--- config.mk ---
export PLATFORM = sky130hd
export DESIGN_NAME = register_file
export DESIGN_NICKNAME = d
export VERILOG_FILES = /design/src/rtl/register_file.sv
export SDC_FILE = /design/constraint.sdc
export NUM_CORES = 1
export LEC_CHECK = 0
export BUFFER_PORTS_ARGS = -buffer_cell sky130_fd_sc_hd__buf_4
export CAP_MARGIN = 30
export CORE_AREA = 2 2 99 101
export CTS_CLUSTER_SIZE = 25
export DETAILED_ROUTE_END_ITERATION = 12
export DIE_AREA = 0 0 101 103
export GPL_TIMING_DRIVEN = 0
export PLACE_DENSITY = 0.67
export SYNTH_ARGS = -nofsm -noshare
export SYNTH_HDL_FRONTEND = slang
export SYNTH_SLANG_ARGS = --single-unit
--- constraint.sdc ---
create_clock -name clk -period 4.74 [get_ports clk]
set_clock_uncertainty 0.15 [all_clocks]
set_input_delay 0.237 -clock clk [delete_from_list [all_inputs] [get_ports clk]]
set_output_delay 0.237 -clock clk [all_outputs]
set_load 0.05 [all_outputs]
--- src/rtl/register_file.sv ---
// Parametrised register bank: one write port, two registered read ports with
// write-first bypass, optional hardwired-zero entry 0 and dropped-write flag.
module register_file #(
    parameter int unsigned          DATA_WIDTH  = 8,
    parameter int unsigned          DEPTH       = 8,
    parameter int unsigned          ADDR_WIDTH  = $clog2(DEPTH),
    parameter logic [DATA_WIDTH-1:0] RESET_VALUE = '0,
    parameter bit                   ZERO_REG    = 1'b0
) (
    input  logic                  clk,
    input  logic                  rst,
    input  logic                  wr_en,
    input  logic [ADDR_WIDTH-1:0] wr_addr,
    input  logic [DATA_WIDTH-1:0] wr_data,
    input  logic                  rd_en_a,
    input  logic [ADDR_WIDTH-1:0] rd_addr_a,
    output logic [DATA_WIDTH-1:0] rd_data_a,
    input  logic                  rd_en_b,
    input  logic [ADDR_WIDTH-1:0] rd_addr_b,
    output logic [DATA_WIDTH-1:0] rd_data_b,
    output logic                  wr_err
);

    logic [DATA_WIDTH-1:0] mem [DEPTH];
    logic                  wr_accept;
    logic [DATA_WIDTH-1:0] rd_next_a;
    logic [DATA_WIDTH-1:0] rd_next_b;

    // True for addresses that map to real, writable storage.
    function automatic logic addr_ok(input logic [ADDR_WIDTH-1:0] a);
        return (32'(a) < DEPTH) && !(ZERO_REG && (a == '0));
    endfunction

    always_comb begin
        wr_accept = wr_en && addr_ok(wr_addr);
    end

    always_comb begin
        rd_next_a = '0;
        if (addr_ok(rd_addr_a)) begin
            if (wr_accept && (wr_addr == rd_addr_a)) rd_next_a = wr_data;
            else                                     rd_next_a = mem[rd_addr_a];
        end
    end

    always_comb begin
        rd_next_b = '0;
        if (addr_ok(rd_addr_b)) begin
            if (wr_accept && (wr_addr == rd_addr_b)) rd_next_b = wr_data;
            else                                     rd_next_b = mem[rd_addr_b];
        end
    end

    always_ff @(posedge clk) begin
        if (rst) begin
            for (int unsigned i = 0; i < DEPTH; i++) begin
                mem[ADDR_WIDTH'(i)] <= (ZERO_REG && (i == 0)) ? '0 : RESET_VALUE;
            end
            rd_data_a <= '0;
            rd_data_b <= '0;
            wr_err    <= 1'b0;
        end else begin
            if (wr_accept) mem[wr_addr] <= wr_data;
            if (rd_en_a)   rd_data_a    <= rd_next_a;
            if (rd_en_b)   rd_data_b    <= rd_next_b;
            if (wr_en)     wr_err       <= !wr_accept;
        end
    end

endmodule

==> results.cfg, run 1 <==
[floorplanning]
initial_core_util = 0.436
die_h_um = 103
placementRows = 36
io_pins = 39
core_area_um2 = 9460
fp.dieW_um = 101
dieArea_um2 = 10400

[yosys]
syn_nets = 328
synth_cell_type_count = 34
ys_top_cells_by_area = edfxtp_1 47%, and2_1 9.9%, mux4_2 9.8%
synth_top_area_cell = edfxtp_1
synth_cells = 306
async_flop_share = 0
ys_warn_count = 0
synth.avg_cell_area_um2 = 13.5
yosysMostFrequentCell = and2_1
dominantRegCellSynth = edfxtp_1
ys_seq_area_frac = 0.548
synth_seq_cells = 81
synth_top_cell_area_share = 0.466
synth_edf_count = 64
synthesis.area_um2 = 4130
ys_top_cells_by_count = 65 x and2_1, 64 x edfxtp_1, 32 x mux2i_1, 26 x a22oi_1, 18 x mux4_2

[routing]
route.detailed.drc = 0
wl_per_cell_um = 20.3
ant_nets = 0
dr.pass1.iters = 7
drt_iter0_drc = 157
vias_per_cell = 5.72
wl_um = 9630
vias = 2709

[placed_design]
dp_hpwl_um = 7200
port_buffers = 30
place_area_um2 = 4530
gp_congestion = 0.840

[cts]
clk_latency_ps = 350
cts_buffer_depth = 2
cts_tree = done
cts_buffers = 9
holdBufCountCts = 2
postCtsSetupRepairBufs = 0
clkTransAtPathRegs_ps = 80
cts_resized = 0
cts.sinks = 81
cts-root-buf = clkbuf_8
htree_num_levels = 3

[cells_and_area]
final_area_um2 = 4730
drive_above_1_share = 0.228
syn_to_final_growth_pct = 14.5
utilization = 0.500
fin_nets = 377
num_antenna_cells = 0

[worst_hold_path]
hp-class = in2reg

[global_route]
grt.overflow.total = 0
grt_pass1_wl_um = 14900
grt_pass1_vias = 2651
grt_usage = 0.196
grt_max_degree = 13
antenna_found_initial = 0

[pwr]
swShare = 0.265
power_frac_seq = 0.537
power_density_nw_per_um2 = 332
pwr-share-clk = 0.308
p_total_mw = 1.57
pwr-share-comb = 0.155
p_sw_mw = 0.416
peakVddDrop_mv = 0.129
power.internal_mw = 1.15
leakagePower_nw = 1.81

[critical_path]
crit_arrival_ps = 2320
crit_path_end_kind = register
cp-start-kind = primary input
crit_fanout = 9
critPathKind = in2reg
crit_required_ps = 4610
r2r_setup_slack_ps = 2850

[timing]
max_slew.worst_pin.slew_ps = 902
max_freq_ghz = 0.408
finalCriticalPeriod_ps = 2450
drv_slew = 0
fin_crit_sh = 0.517
hold_viol_final = 0
slew-limit-headroom = 0.389
setup_tns_ps = 0
setup_violations = 0
rsz0062_at_grt = no

[status]
status = finished, final reports clean

[run]
drv_cap = 0
-- layout make-up --
class,count,area [µm²]
plain buffers,14,75.1
clock buffers,12,135
clock inverters,4,43.8
fillers,838,4730
inverters,3,11.3
multi-input cells,208,1780
flip-flops and latches,81,2260
well taps,114,143
repair buffers,38,278
-- final timing paths --
kind                                    end  depth (start not counted)                       from
setup / recovery    mem[2][1]$_SDFFCE_PN0P_                          5                      wr_en
hold / removal    rd_data_b[3]$_SDFFE_PP0P_                          3                 wr_data[3]
setup reg to reg  rd_data_a[2]$_SDFFE_PP0P_                          4    mem[2][2]$_SDFFCE_PN0P_
hold reg to reg   rd_data_a[0]$_SDFFE_PP0P_                          2  rd_data_a[0]$_SDFFE_PP0P_
-- cell usage in the layout, fill, tap and decap left out, types with 3 or more instances in the layout --
cell and n:
buf_4 32, nor2_1 9, mux4_2 18, nand2_1 8, clkbuf_1 5, nand2b_1 3, xnor2_1 4, o21ai_0 14
a22oi_1 26, buf_2 14, dfxtp_1 17, mux2i_1 32, edfxtp_1 64, and2_1 65, clkbuf_8 9, nand3_1 7
-- power by group through the flow --
| stage | Combinational, mW | Sequential, mW | Clock, mW |
|---|---|---|---|
| 2_1_floorplan | 0.121 | 0.893 | 0 |
| 3_3_place_gp | 0.237 | 0.856 | 0 |
| 3_5_place_dp | 0.243 | 0.857 | 0 |
| 4_1_cts | 0.244 | 0.842 | 0.487 |
| 5_1_grt | 0.261 | 0.847 | 0.523 |
| 6_report | 0.244 | 0.842 | 0.483 |
-- sequential cells by signal, summed over array words and instances, names as in the netlist --
| name | count |
|---|---|
| mem | 64 |
| rd_data_a | 8 |
| rd_data_b | 8 |
| wr_err | 1 |
-- critical path, stage by stage --
cell and delay, ps:
dlygate4sd3_1 530, buf_4 140, nand3_1 210, nor3_1 750, or2_1 450
-- through the flow --
stage          cells  hold slack [ps]  setup WS, ps
6_report         474             50.3          2290
5_1_grt          474             48.7          2180
3_5_place_dp     456              306          2320
4_1_cts          474             41.2          2320
3_3_place_gp     450              304          2390
2_1_floorplan    306              162          3010
-- metal layers --
layer | GRT usage | wire length (µm) | up-vias
li1 | - | - | 1269
met5 | 0 | 0 | -
met1 | 0.259 | 4300 | 1357
met3 | 0.0386 | 493 | 6
met2 | 0.330 | 4770 | 77
met4 | 0.0603 | 68 | 0
-- cells by family after synthesis --
| logic type | after synthesis | share of synthesized area |
|---|---|---|
| simple gates | 104 | 0.151 |
| flops | 81 | 0.548 |
| mux | 54 | 0.194 |
| compound gates | 44 | 0.0734 |
| buf+inv | 17 | 0.0209 |
| xor+xnor | 6 | 0.0127 |
(Power assumes the default switching activity.)
==> inputs of run 2 (changes only) <==
clock period = 2.57 ns   (was 4.74 ns; I/O delays follow)
==> results.cfg, run 2 (synthesis gave the netlist of run 1 again) <==
[cts]
htree_num_levels = 3
cts-root-buf = clkbuf_8
holdBufCountCts = 10
clkTransAtPathRegs_ps = 80
cts_tree = done
clk_latency_ps = 350
cts_buffers = 9
cts.sinks = 81
cts_resized = 0
cts_buffer_depth = 2
postCtsSetupRepairBufs = 0

[critical_path]
cp_slowest_cell = nor3_1
critPathMaxStageDelay_ps = 750
crit_required_ps = 2440
worstReg2RegStart = mem[2][2]$_SDFFCE_PN0P_
reg2reg_depth = 4
r2r_setup_slack_ps = 690
crit_path_end_kind = register
cp_top_family = simple AND/OR/NAND/NOR gates
crit_fanout = 9
crit_arrival_ps = 2200
cp-start-kind = primary input
crit_chain = dlygate4sd3_1, buf_4, nand3_1, nor3_1, or2_1
r2r_end = rd_data_a[2]$_SDFFE_PP0P_
worst-path-buf-inv = 2
critPathKind = in2reg

[cells_and_area]
regArea_um2 = 2260
multiInputGateArea_um2 = 1780
final_common_cell = and2_1
drive_above_1_share = 0.223
fin_nets = 385
fillers = 833
largest_reg_flops = 64
regMostFlops = mem
mostFrequentLayoutCells = 65 x and2_1, 64 x edfxtp_1, 32 x buf_4, 32 x mux2i_1, 26 x a22oi_1
reg.largest.list = mem x64, rd_data_a x8, rd_data_b x8
syn_to_final_growth_pct = 16.5
num_antenna_cells = 0

[global_route]
antenna_found_initial = 0
grt_pass1_wl_um = 15000
grt_pass1_vias = 2659
grt.overflow.total = 0
grt_max_degree = 13
grt_usage = 0.197

[floorplanning]
core_area_um2 = 9460
dieArea_um2 = 10400
io_pins = 39
die_h_um = 103
initial_core_util = 0.436
fp.dieW_um = 101
placementRows = 36

[placed_design]
place_worst_setup_slack_ps = 261
dp_hpwl_um = 7200
gp_congestion = 0.840
port_buffers = 30

[timing]
setup_tns_ps = 0
hold_viol_final = 0
drv_slew = 0
max_freq_ghz = 0.429
max_slew.worst_pin.slew_ps = 915
timing.final.ws_setup_ps = 241
setup_violations = 0
rsz0062_at_grt = no
slew-limit-headroom = 0.380
fin_crit_sh = 0.906
finalCriticalPeriod_ps = 2330

[routing]
vias_per_cell = 5.63
dr.pass1.iters = 5
wl_um = 9610
route.detailed.drc = 0
wl_per_cell_um = 19.9
ant_nets = 0
drt_iter0_drc = 169
vias = 2714

[run]
drv_cap = 0

[pwr]
leakagePower_nw = 1.84
peakVddDrop_mv = 0.237
power_density_nw_per_um2 = 604

[worst_hold_path]
holdPathStages = 3
hold_end = rd_data_b[5]$_SDFFE_PP0P_
min_from = rd_addr_b[1]
hp-class = in2reg

[status]
status = finished, final reports clean
[run 2: cell count changes in the layout (fill, tap and decap cells not counted)]
cell	previous run	this run
dlygate4sd3_1	2	10
[run 2: worst max path at each step]
stage,slack (ps),start,depth (start not counted),endpoint
2_1_floorplan,900,mem[3][2]$_SDFFCE_PN0P_,4,rd_data_a[2]$_SDFFE_PP0P_
3_3_place_gp,330,rst,5,mem[2][5]$_SDFFCE_PN0P_
3_5_place_dp,260,rst,5,mem[2][5]$_SDFFCE_PN0P_
4_1_cts,260,wr_en,5,mem[2][3]$_SDFFCE_PN0P_
5_1_grt,120,wr_en,5,mem[2][6]$_SDFFCE_PN0P_
6_report,240,wr_en,5,mem[2][1]$_SDFFCE_PN0P_
[run 2: per-layer routing]
metal | vias to the layer above | wire (µm) | track usage
met1 | 1349 | 4270 | 0.261
met3 | 8 | 477 | 0.0386
met2 | 71 | 4780 | 0.331
met5 | - | 0 | 0
met4 | 0 | 78 | 0.0603
li1 | 1286 | - | -
[run 2: cell type report]
type | count | area share
well taps | 114 | 0.0297
clock buffers | 12 | 0.0281
plain buffers | 14 | 0.0156
clock inverters | 4 | 0.00911
flip-flops and latches | 81 | 0.471
repair buffers | 46 | 0.0744
multi-input cells | 208 | 0.370
inverters | 3 | 0.00234
[run 2: worst register-to-register path, cell delays in order, from the launching register on]
cell and delay, ps:
edfxtp_1 440, mux4_1 530, mux2_2 280, a222oi_1 290, inv_1 80
[run 2: stage by stage]
stage               total power [mW]  hold WS (ps)  area (µm²)  std cells   util
floorplan                       1.87          53.6        4130        306      -
global placement                2.01           203        4500        450  0.475
detailed placement              2.03           214        4530        456  0.479
CTS                             2.91           108        4810        482  0.508
global route                    3.02           130        4810        482  0.508
finish                          2.91           107        4810        482  0.508
[run 2: power by group]
group          switching, mW  internal (mW)
combinational          0.270          0.189
clock                  0.449          0.444
sequential            0.0510           1.50
